**config.mk**
```make
export PLATFORM = sky130hd
export DESIGN_NAME = joypad
export DESIGN_NICKNAME = d
export VERILOG_FILES = /design/src/rtl/joypad.sv
export SDC_FILE = /design/constraint.sdc
export NUM_CORES = 1
export LEC_CHECK = 0
export ABC_AREA = 1
export CAP_MARGIN = 10
export CORE_UTILIZATION = 45
export CTS_BUF_LIST = sky130_fd_sc_hd__clkbuf_8 sky130_fd_sc_hd__clkbuf_16
export DETAILED_ROUTE_END_ITERATION = 12
export PLACE_DENSITY_LB_ADDON = 0.12
export SLEW_MARGIN = 0
export SYNTH_ARGS = -nofsm -noshare
export SYNTH_HDL_FRONTEND = slang
export SYNTH_SLANG_ARGS = --single-unit
```
**constraint.sdc**
```tcl
create_clock -name clk -period 2.15 [get_ports clk]
set_input_delay 0.5375 -clock clk [delete_from_list [all_inputs] [get_ports clk]]
set_output_delay 0.5375 -clock clk [all_outputs]
set_load 0.03 [all_outputs]
```
**src/rtl/joypad.sv**
```systemverilog
// joypad: scans two NES-style controllers and presents their buttons as
// parallel bytes. Build option: JOYPAD_DEBOUNCE_EN.
// Ports: clk, reset (sync, active-high); pad0/pad1 serial data (active-low);
//   padlatch/padclk drive the pads; input0/input1 button bytes (1 = pressed,
//   bit 7 = A .. bit 0 = Right); scandone pulses once per completed scan.
module joypad #(
  parameter int DIV  = 4,
  parameter int POLL = 357954
) (
  input  logic       clk,
  input  logic       reset,
  input  logic       pad0,
  input  logic       pad1,
  output logic       padlatch,
  output logic       padclk,
  output logic [7:0] input0,
  output logic [7:0] input1,
  output logic       scandone
);

  localparam int PW = $clog2(2 * DIV);
  localparam logic [PW-1:0] PH_HALF  = PW'(DIV - 1);
  localparam logic [PW-1:0] PH_LATCH = PW'(2 * DIV - 1);
  localparam logic [23:0]   POLL_TC  = 24'(POLL - 1);

  typedef enum logic [2:0] {
    S_IDLE,
    S_LATCH,
    S_LOW,
    S_HIGH,
    S_DONE
  } state_e;

  state_e        state_q, state_d;
  logic [23:0]   poll_q, poll_d;
  logic [PW-1:0] ph_q, ph_d;
  logic [2:0]    bit_q, bit_d;
  logic [1:0]    sync0_q, sync0_d;
  logic [1:0]    sync1_q, sync1_d;
  logic [6:0]    raw0_q, raw0_d;
  logic [6:0]    raw1_q, raw1_d;
  logic [7:0]    in0_q, in0_d;
  logic [7:0]    in1_q, in1_d;
`ifdef JOYPAD_DEBOUNCE_EN
  logic [7:0]    prev0_q, prev0_d;
  logic [7:0]    prev1_q, prev1_d;
`endif

  logic       tc;
  logic       samp;
  logic       fin;
  logic [7:0] byte0;
  logic [7:0] byte1;

  assign tc = (poll_q == POLL_TC);

  // state register
  always_ff @(posedge clk) begin
    if (reset) begin
      state_q <= S_IDLE;
      poll_q  <= '0;
      ph_q    <= '0;
      bit_q   <= '0;
      sync0_q <= '1;
      sync1_q <= '1;
      raw0_q  <= '0;
      raw1_q  <= '0;
      in0_q   <= '0;
      in1_q   <= '0;
`ifdef JOYPAD_DEBOUNCE_EN
      prev0_q <= '0;
      prev1_q <= '0;
`endif
    end else begin
      state_q <= state_d;
      poll_q  <= poll_d;
      ph_q    <= ph_d;
      bit_q   <= bit_d;
      sync0_q <= sync0_d;
      sync1_q <= sync1_d;
      raw0_q  <= raw0_d;
      raw1_q  <= raw1_d;
      in0_q   <= in0_d;
      in1_q   <= in1_d;
`ifdef JOYPAD_DEBOUNCE_EN
      prev0_q <= prev0_d;
      prev1_q <= prev1_d;
`endif
    end
  end

  // next state and counters
  always_comb begin
    state_d = state_q;
    ph_d    = ph_q;
    bit_d   = bit_q;
    poll_d  = tc ? '0 : poll_q + 24'd1;
    unique case (state_q)
      S_IDLE: begin
        if (tc) begin
          state_d = S_LATCH;
          ph_d    = '0;
        end
      end
      S_LATCH: begin
        if (ph_q == PH_LATCH) begin
          state_d = S_LOW;
          ph_d    = '0;
          bit_d   = '0;
        end else begin
          ph_d = ph_q + PW'(1);
        end
      end
      S_LOW: begin
        if (ph_q == PH_HALF) begin
          ph_d    = '0;
          state_d = (bit_q == 3'd7) ? S_DONE : S_HIGH;
        end else begin
          ph_d = ph_q + PW'(1);
        end
      end
      S_HIGH: begin
        if (ph_q == PH_HALF) begin
          ph_d    = '0;
          bit_d   = bit_q + 3'd1;
          state_d = S_LOW;
        end else begin
          ph_d = ph_q + PW'(1);
        end
      end
      S_DONE: state_d = S_IDLE;
      default: state_d = S_IDLE;
    endcase
  end

  // sampling and result capture; the eighth bit goes straight into the
  // output so the full byte appears in the DONE cycle
  always_comb begin
    sync0_d = {sync0_q[0], pad0};
    sync1_d = {sync1_q[0], pad1};
    samp    = (state_q == S_LOW) && (ph_q == PH_HALF);
    fin     = samp && (bit_q == 3'd7);
    byte0   = {raw0_q, ~sync0_q[1]};
    byte1   = {raw1_q, ~sync1_q[1]};
    raw0_d  = (samp && !fin) ? byte0[6:0] : raw0_q;
    raw1_d  = (samp && !fin) ? byte1[6:0] : raw1_q;
`ifdef JOYPAD_DEBOUNCE_EN
    prev0_d = fin ? byte0 : prev0_q;
    prev1_d = fin ? byte1 : prev1_q;
    in0_d   = (fin && byte0 == prev0_q) ? byte0 : in0_q;
    in1_d   = (fin && byte1 == prev1_q) ? byte1 : in1_q;
`else
    in0_d   = fin ? byte0 : in0_q;
    in1_d   = fin ? byte1 : in1_q;
`endif
  end

  // outputs
  always_comb begin
    padlatch = (state_q == S_LATCH);
    padclk   = (state_q == S_HIGH);
    scandone = (state_q == S_DONE);
    input0   = in0_q;
    input1   = in1_q;
  end

endmodule

```
## Word level (Yosys, flattened, before mapping)

Cells that the tools add are included.

| cells by class | value |
|---|---|
| add/sub/neg operators | 3 |
| eq/ne operators | 12 |
| mux-type cells | 13 |
| bitwise gates (word level) | 2 |
| reductions and logical operators | 12 |

Operators with widths:

| kind | number |
|---|---|
| 2-to-1 mux 3 bit | 10 |
| adder 24 x 1 -> 24 bit, second input constant | 1 |
| equality test 24 x 19 -> 1 bit, second input constant | 1 |
| case mux 3 bit (4 select lines) | 1 |
| equality test 3 x 2 -> 1 bit, second input constant | 3 |
| equality test 3 bit, second input constant | 3 |
| case mux 3 bit (3 select lines) | 1 |
| adder 3 x 1 -> 3 bit, second input constant | 2 |
| case mux 3 bit (2 select lines) | 1 |
| inequality test 2 x 1 -> 1 bit, second input constant | 2 |
| inequality test 2 bit, second input constant | 2 |
| AND reduction 4 bit | 1 |
| OR reduction 2 bit | 2 |
| equality test 3 x 1 -> 1 bit, second input constant | 1 |
| logical AND 1 bit | 3 |
| zero test 3 bit | 1 |
| AND reduction 3 bit | 1 |
| nonzero test 3 bit | 1 |
| NOT 1 bit | 2 |
| AND reduction 2 bit | 1 |
| nonzero test 2 bit | 1 |
| zero test 1 bit | 1 |

| word-level totals | value |
|---|---|
| bits in registers | 67 |
| input bits | 4 |
| logic and storage cells | 52 |

## Depth between registers and ports, before layout

| depth | value |
|---|---|
| depth in word-level cells | 5 |
| depth in mapped cells | 9 |

## Least setup slack after synthesis

OpenSTA, ideal clock, no wires.

| path | value |
|---|---|
| kind | register to output |
| start point | register state_q[2] |
| end point | output padclk |
| arrival | 1076 ps |
| data required time | 1612 ps |
| slack | 537 ps |
| stages on the path, launching flop included | 4 |
| buffers on the path | 0 |
| path through | dfxtp_1 -> inv_1 -> nand2_1 -> nor2_1 |

| on the way | value |
|---|---|
| word-level cells in the longest chain between the ends | 1 |

RTL lines:

| what | line | text |
|---|---|---|
| start: declaration | 34 | `state_e state_q, state_d;` |
| start signal: assignment | 75 | `state_q <= state_d;` |
| equality test 3 x 2 -> 1 bit | 161 | `padclk = (state_q == S_HIGH);` |
| end: declaration | 15 | `output logic padclk,` |

No other way between the ends.

## Worst setup path after layout

Same ends and word-level chain as after synthesis.

==> summary.txt <==
Outcome
  – Outcome: complete, but fails checks
  – Failing checks: DRC

Detailed routing
  – DR iter-0 viols: approximately 110
  – DR vias/cell: ~5
  – Post-route ant nets: 0
  – Wire length per cell: 11.9 um
  – Initial DRT Pass Iterations: 8
  – Drt drc: 1
  – Via count: between 2,000 and 3,000
  – Routed WL: ~6300 um

STA
  – Clk_skew: ~0.015 ns
  – Fmax: between 400 and 500 MHz
  – Final Max Tran Viols: 0
  – Setup ws final: 0.0899 ns
  – Relative slew slack: 66.3%
  – Setup TNS: 0 ns
  – Slew @ Worst Pin: ~0.50 ns
  – Minimum clock period: just over 2 ns
  – RSZ-0062 raised after global routing: false
  – Final Hold Viols: 0
  – Tcrit/Tclk final: a little over nine tenths
  – Setup violations, final: 0
  – WHS: roughly 0.42 ns

Finish
  – Footprint of the multi-input gates: approximately 1500 um^2
  – Nets: 459
  – Share of cells above drive strength 1: a little over a tenth
  – Register area: 1340 um^2
  – ANT cells: 0
  – Fillers: about 650
  – Synthesis-to-finish area growth: 15.9%

Global routing
  – GRT overflow: 0
  – Largest net degree at the start of global routing: 34
  – Antenna violations before repair: 0
  – Number of global-route vias before repair: roughly 2,400
  – Wire length of the first global-routing pass: about 11,000 um
  – Tot GR Track Use: between 10% and 20%

Synthesis
  – Synth Net Count: 434
  – FF+latch count, synth: 67
  – Sequential share of the synthesized area: between 40% and 50%
  – Synthesized area: 3080 um^2
  – Most frequent cell after synthesis: nand2_1
  – Commonest register cell after synthesis: dfxtp_1
  – Unique cell type count in the Yosys netlist: 28
  – Post-synth EDFFs: 0
  – Avg Cell Area, Syn: between 7 and 8 um^2
  – Cell taking the most area after synthesis: dfxtp_1
  – Async set-reset flop share out of synthesis: 0%
  – Post-synth top area share: around 43%
  – Most area-consuming cells after synthesis: dfxtp_1 43%, a21oi_1 8.6%, nand2_1 8.4%
  – Cells after Synth: ~420
  – Ys Warns: 0
  – Post-synth top cells: 69 x nand2_1, 67 x dfxtp_1, 53 x a21oi_1, 52 x inv_1, 44 x nor2_1

Critical path
  – Worst R2R End: poll_q[13]$_SDFF_PP0_
  – Reg-to-Reg Start: poll_q[9]$_SDFF_PP0_
  – Crit Path Max Fanout: 5
  – Crit path capture type: primary output
  – R2r worst-path depth: 7
  – Worst Path Required: between 1.5 and 2 ns
  – Crit path DAT: 1.52 ns
  – Crit Path Class: register to primary output
  – Kind of start point of the critical path: register
  – Worst reg-to-reg setup slack: approximately 0.49 ns

Min path
  – Hold WC Path Type: register to register
  – Worst hold start: sync1_q[0]$_SDFF_PP1_
  – WHS Endpoint: sync1_q[1]$_SDFF_PP1_
  – Hold depth: 1

CTS
  – Root buf cell: clkbuf_8
  – Reg clk slew, reported paths: roughly 0.070 ns
  – Clk_lat worst skew: ~0.35 ns
  – Max clock buf depth: 2
  – CTS tree: built
  – H-tree depth: 3
  – CTS buffer count: 9
  – TritonCTS Sinks: 67
  – Post-CTS setup buffers: 0

Floorplan
  – Core region area: ~6500 um^2
  – IO Count: 23
  – Row cnt: 29
  – Chip width: between 80 and 90 um
  – Die height: 84.8 um
  – Die area: ~7200 um^2
  – Initial Utilization: 47.5%

Placed design
  – Dpl hpwl: between 4000 and 5000 um
  – Final Wtd Congestion: around 0.9
  – Worst slack, placed: 0.161 ns
  – Buffers on Ports: 22

Pwr
  – Pwr dens: about 730 nW/um^2
  – Lkg Pwr: approximately 1.3 nW
  – Peak supply drop: approximately 700 uV

Run
  – Max Cap Violations: 0
per-stage QoR:
step,instance area [um^2],instances,power (mW),utilization [%]
detailed placement,3380,513,1.60,52.0
global route,3580,529,2.75,55.1
floorplan,3080,422,1.53,-
global placement,3380,513,1.60,52.0
finish,3580,529,2.62,55.1
CTS,3570,529,2.65,55.0
critical path: stages (launching register included):
cell,delay (ns)
dfxtp_1,0.35
inv_1,0.08
nand2_1,0.11
nor2_1,0.22
clkdlybuf4s15_1,0.41
registers in the layout, indices dropped and copies added (netlist names), 3 cells and up:
signal	flops
bit_q	3
input0	8
input1	8
ph_q	3
poll_q	24
raw0_q	7
raw1_q	7
state_q	3
kinds of logic after synthesis:
logic type      share of synthesized area [%]
fa+ha+maj                                3.25
compound gates                           12.6
xor+xnor                                 1.70
flops                                    43.5
simple gates                             30.0
buf+inv                                  9.01
power by group:
group / switching, mW / internal, mW
logic: 0.192 / 0.0876
clock network: 0.512 / 0.540
registers: 0.0203 / 1.27
total: 0.724 / 1.90
final cells by class:
| cell class | count | share of cell area [%] |
|---|---|---|
| multi-input combinational | 285 | 41.0 |
| sequential | 67 | 37.5 |
| timing repair buffer | 28 | 7.35 |
| inverter | 56 | 5.88 |
| clock buffer | 9 | 3.46 |
| tap | 77 | 2.69 |
| clock inverter | 7 | 2.13 |
repair_timing:
item	4_1_cts	5_1_grt
endpoints found under the setup margin	3	1
hold buffers	0	0
gates resized for setup	3	1
metal layers:
| layer | GRT usage (%) | vias to the layer above | share of wire (%) |
|---|---|---|---|
| li1 | - | 1411 | - |
| met1 | 25.0 | 1202 | 50 |
| met2 | 29.9 | 39 | 45 |
| met3 | 6.00 | 8 | 3.7 |
| met4 | 7.24 | 0 | 1.2 |
| met5 | 0 | - | 0 |
how the worst max path moves through the flow:
| stage | cells after the start | start | slack, ns | endpoint |
|---|---|---|---|---|
| 2_1_floorplan | 3 | state_q[2]$_SDFFE_PP0P_ | 0.54 | padclk |
| 3_3_place_gp | 4 | state_q[2]$_SDFFE_PP0P_ | 0.18 | padclk |
| 3_5_place_dp | 4 | state_q[2]$_SDFFE_PP0P_ | 0.16 | padclk |
| 4_1_cts | 4 | state_q[2]$_SDFFE_PP0P_ | 0.05 | padclk |
| 5_1_grt | 4 | state_q[2]$_SDFFE_PP0P_ | 0.009 | padclk |
| 6_report | 4 | state_q[2]$_SDFFE_PP0P_ | 0.09 | padclk |
placed cells by master (no fill, tap or decap), types with 6 or more instances in the layout:
cell,count
nand4_1,7
dfxtp_1,67
a21oi_1,53
clkbuf_8,9
ha_1,8
nand3_1,32
xor2_1,6
nor3_1,17
inv_1,52
nand2_2,7
o21ai_0,21
nand2_1,69
clkdlybuf4s50_1,19
nor2_1,44
buf_4,6
(Power assumes the default switching activity.)
==> RTL edit 1: new RTL, same flow settings <==
Put a register stage on the output `input0`, without a reset. The value now appears one clock later. The other outputs are not delayed to match.
--- a/src/rtl/joypad.sv
+++ b/src/rtl/joypad.sv
@@ -30,6 +30,8 @@
     S_HIGH,
     S_DONE
   } state_e;
+
+  logic [7:0] input0_d;
 
   state_e        state_q, state_d;
   logic [23:0]   poll_q, poll_d;
@@ -160,8 +162,12 @@
     padlatch = (state_q == S_LATCH);
     padclk   = (state_q == S_HIGH);
     scandone = (state_q == S_DONE);
-    input0   = in0_q;
+    input0_d = in0_q;
     input1   = in1_q;
+  end
+
+  always_ff @(posedge clk) begin
+    input0 <= input0_d;
   end
 
 endmodule
Function: same outputs for any inputs over 10 cycles, from zero or initial values and one cycle with reset high; that may be too few to reach the edited logic, so the function may still have changed.
==> RTL edit 1 against the original RTL <==
Hold slack got worse by 66 ps. Power up 14%. Synthesized area is 2.6% higher. Cell count grew 4.7%. Via count fell by 0.26%. Worst setup slack improved by 33 ps. Sequential power grew 11%. Wire length shrank 1.8%. Combinational power grew 5%. Clock skew down 5.4 ps. Design area is 4.3% higher. Sequential cell count up 8. Synthesized cell count rose by 0.71%.
==> RTL edit 1: results (changes against the original RTL) <==
### Outcome
• status: complete, no violations

### Final layout
• clock buffer and inverter area fraction after layout: 6.11%, +0.51 points
• fraction of standard cell area in multi-input logic: 37.7%, -3.3 points
• area growth from synthesis to layout: 17.8%
• total area of sequential cells: 1500 µm², +12%
• post-layout instance count excluding filler cells: 554, +4.7%
• Non-Clock Inverter Count: 53, -5.4%
• fraction of cell area in non-clock buffers: 7.35%, about the same
• layout cell share with drive strength beyond 1: 8.73%, -2.1 points
• number of inserted filler cells in the final layout: 642, -0.77%

### Global route
• Total GRT Usage: 18.3%, -0.90 points
• wire length of the first global-routing pass: 10600 µm, -2.5%
• vias in the first global route: 2405, -1.5%

### Critical path
• worst-path fanout max: 4, -1
• worst path arrival time: 1490 ps, -30 ps

### Timing
• final cycle utilization of the critical path: 94.3%, -1.5 points
• Slew @ Worst Pin: 420 ps, -83.4 ps

### Yosys
• ranking of synthesized cells by instance count: 75 x dfxtp_1, 73 x nand2_1, 62 x nor2_1
• Post-Synthesis Cells: 425, +0.71%
• Compound-Gate Fraction of Synth Area: 11.2%, -1.3 points
• XOR/XNOR Fraction of Synth Area: 1.94%, +0.23 points
• Synth Net Count: 437, +0.69%

### Placed design
• post-placement worst setup slack: 164 ps, +3.51 ps
• weighted congestion reported at the end of routability-driven placement: 0.806, -7.8%
• HPWL after detailed placement: 4460 µm, +2.1%

### Detailed routing
• total via count in the routed design: 2653, -0.26%
• routed length per placed instance: 11.2 µm, -6.2%

### Power and ir drop
• Worst VDD drop: 384 µV, -44%
• power spent charging and discharging nets: 787 µW, +8.7%
• leakage component of the power: 1.36 nW, +6.5%

RTL edit 1: repair_timing:
item / in CTS / in global routing
setup endpoints to repair: 3 / 2
gates resized for setup: 3 / 3
pin swaps: 0 / 0
RTL edit 1: routing by layer:
metal | up-vias | track usage [%] | part of all wire, %
li1 | 1412 | - | -
met1 | 1199 | 23.4 | 49
met2 | 31 | 29.2 | 46
met3 | 11 | 5.00 | 2.9
met4 | 0 | 7.58 | 1.8
met5 | - | 0 | 0
RTL edit 1: logic make-up (layout without fill, tap and decap cells):
| logic type | count (synthesis) | after routing |
|---|---|---|
| xor+xnor | 7 | 7 |
| fa+ha+maj | 8 | 8 |
| flops | 75 | 75 |
| buf+inv | 66 | 99 |
| compound gates | 69 | 69 |
| simple gates | 200 | 200 |
RTL edit 1: path summary, 6_finish.rpt:
check,from,end,cells after the start
hold / removal,in0_q[6]$_SDFFE_PP0P_,input0[6]$_DFF_P_,0
setup / recovery,state_q[0]$_SDFFE_PP0P_,padlatch,5
hold reg to reg,in0_q[6]$_SDFFE_PP0P_,input0[6]$_DFF_P_,0
setup reg to reg,ph_q[0]$_SDFFE_PP0P_,in0_q[4]$_SDFFE_PP0P_,6
RTL edit 1: worst max-delay path: stages, from the launching register on:
cell	delay (ps)
dfxtp_1	320
inv_1	80
nor2_1	170
inv_1	60
nor2_1	120
clkdlybuf4s15_1	380
RTL edit 1: power groups by stage:
stage	Sequential [mW]	Combinational (mW)	Clock, mW
after global routing	1.44	0.333	1.33
after detailed placement	1.46	0.301	0
after floorplan	1.46	0.215	0
after CTS	1.43	0.295	1.28
after global placement	1.46	0.296	0
final	1.43	0.293	1.25
==> RTL edit 2: new RTL, config.mk and constraints unchanged <==
Without the edit above. Build with the macro `JOYPAD_DEBOUNCE_EN` defined.
--- a/src/rtl/joypad.sv
+++ b/src/rtl/joypad.sv
@@ -3,6 +3,8 @@
 // Ports: clk, reset (sync, active-high); pad0/pad1 serial data (active-low);
 //   padlatch/padclk drive the pads; input0/input1 button bytes (1 = pressed,
 //   bit 7 = A .. bit 0 = Right); scandone pulses once per completed scan.
+`define JOYPAD_DEBOUNCE_EN
+
 module joypad #(
   parameter int DIV  = 4,
   parameter int POLL = 357954
Formal check against the unedited RTL: no difference found for any inputs over 10 cycles, from zero or initial values and one cycle with reset high; that may be too few to reach the edited logic, so the function may still have changed.
==> RTL edit 2 against the original RTL <==
Worst setup slack improved by 60 ps. Sequential cell count up 16. Non-clock buffer count is 2 higher. Sequential share of layout area up 0.56 points. Critical path type unchanged. Synthesized area is 24% higher. Combinational power about the same. Design area up 22%. Wire length increased by 18%. Power grew 15%.
==> RTL edit 2: results (changes against the original RTL) <==
### Outcome
• status: complete, no violations

### Final layout
• post-layout instance count excluding filler cells: 670, +27%

### Yosys
• Synth Net Count: 547, +26%
• biggest area contributors in the synthesized netlist: dfxtp_1 43%, nand2_1 10%, nor2_1 9.9%
• XOR/XNOR Fraction of Synth Area: 5.03%, +3.3 points
• number of distinct standard cells referenced by the synthesized netlist: 29, +3.6%
• post-synthesis average cell area: 7.16 µm², -2.0%
• post-synthesis sequential area ratio: 43.4%, -0.13 points

### Critical path
• setup slack on the worst flop-to-flop path: 360 ps, -130 ps
• startpoint of the worst register-to-register path: ph_q[0]$_SDFFE_PP0P_
• worst path arrival time: 1460 ps, -60 ps

### Timing
• worst hold slack: 423 ps, +3.66 ps
• worst clock skew: 11.1 ps, -4.41 ps

### Min path
• endpoint with the worst hold slack: sync0_q[1]$_SDFF_PP1_

### Detailed routing
• initial DRC count: 114, +2.7%
• M1 wire length: 3950 µm, +25%
• average via count per standard cell: 4.86, -3.3%

### Clock tree
• clock transition at the registers of the reported paths: 90 ps, +20 ps

### Global route
• met3 track utilization from global routing: 2.91%, -3.1 points
• wire length of the first global-routing pass: 13000 µm, +20%
• vias in the first global route: 2961, +21%
• pin count of the biggest net entering global routing: 47, +38%
• grt met1 use: 26.3%, +1.3 points

### Placed design
• post-placement worst setup slack: 177 ps, +16.1 ps
• Post-Place Cell Area: 4160 µm², +23%

## RTL edit 2: cell type report
cell class | instances | area [µm²]
clock buffer | 10 | 138
clock inverter | 6 | 70.1
inverter | 57 | 214
fill | 818 | 3850
multi-input combinational | 379 | 1860
timing repair buffer | 30 | 285
sequential | 83 | 1660
tap | 105 | 131
## RTL edit 2: logic make-up (layout without fill, tap and decap cells)
| logic type | after synthesis | count (layout) |
|---|---|---|
| AND/OR/NAND/NOR | 264 | 264 |
| AO/OA/AOI/OAI | 85 | 85 |
| buffers and inverters | 73 | 103 |
| flip-flops | 83 | 83 |
| adder cells (fa/ha/maj) | 8 | 8 |
| XOR/XNOR | 22 | 22 |
## RTL edit 2: repair_timing
item | CTS | global route
hold endpoints to repair | 0 | 0
setup endpoints to repair | 3 | 1
resized for setup | 3 | 2
pin swaps | 0 | 0
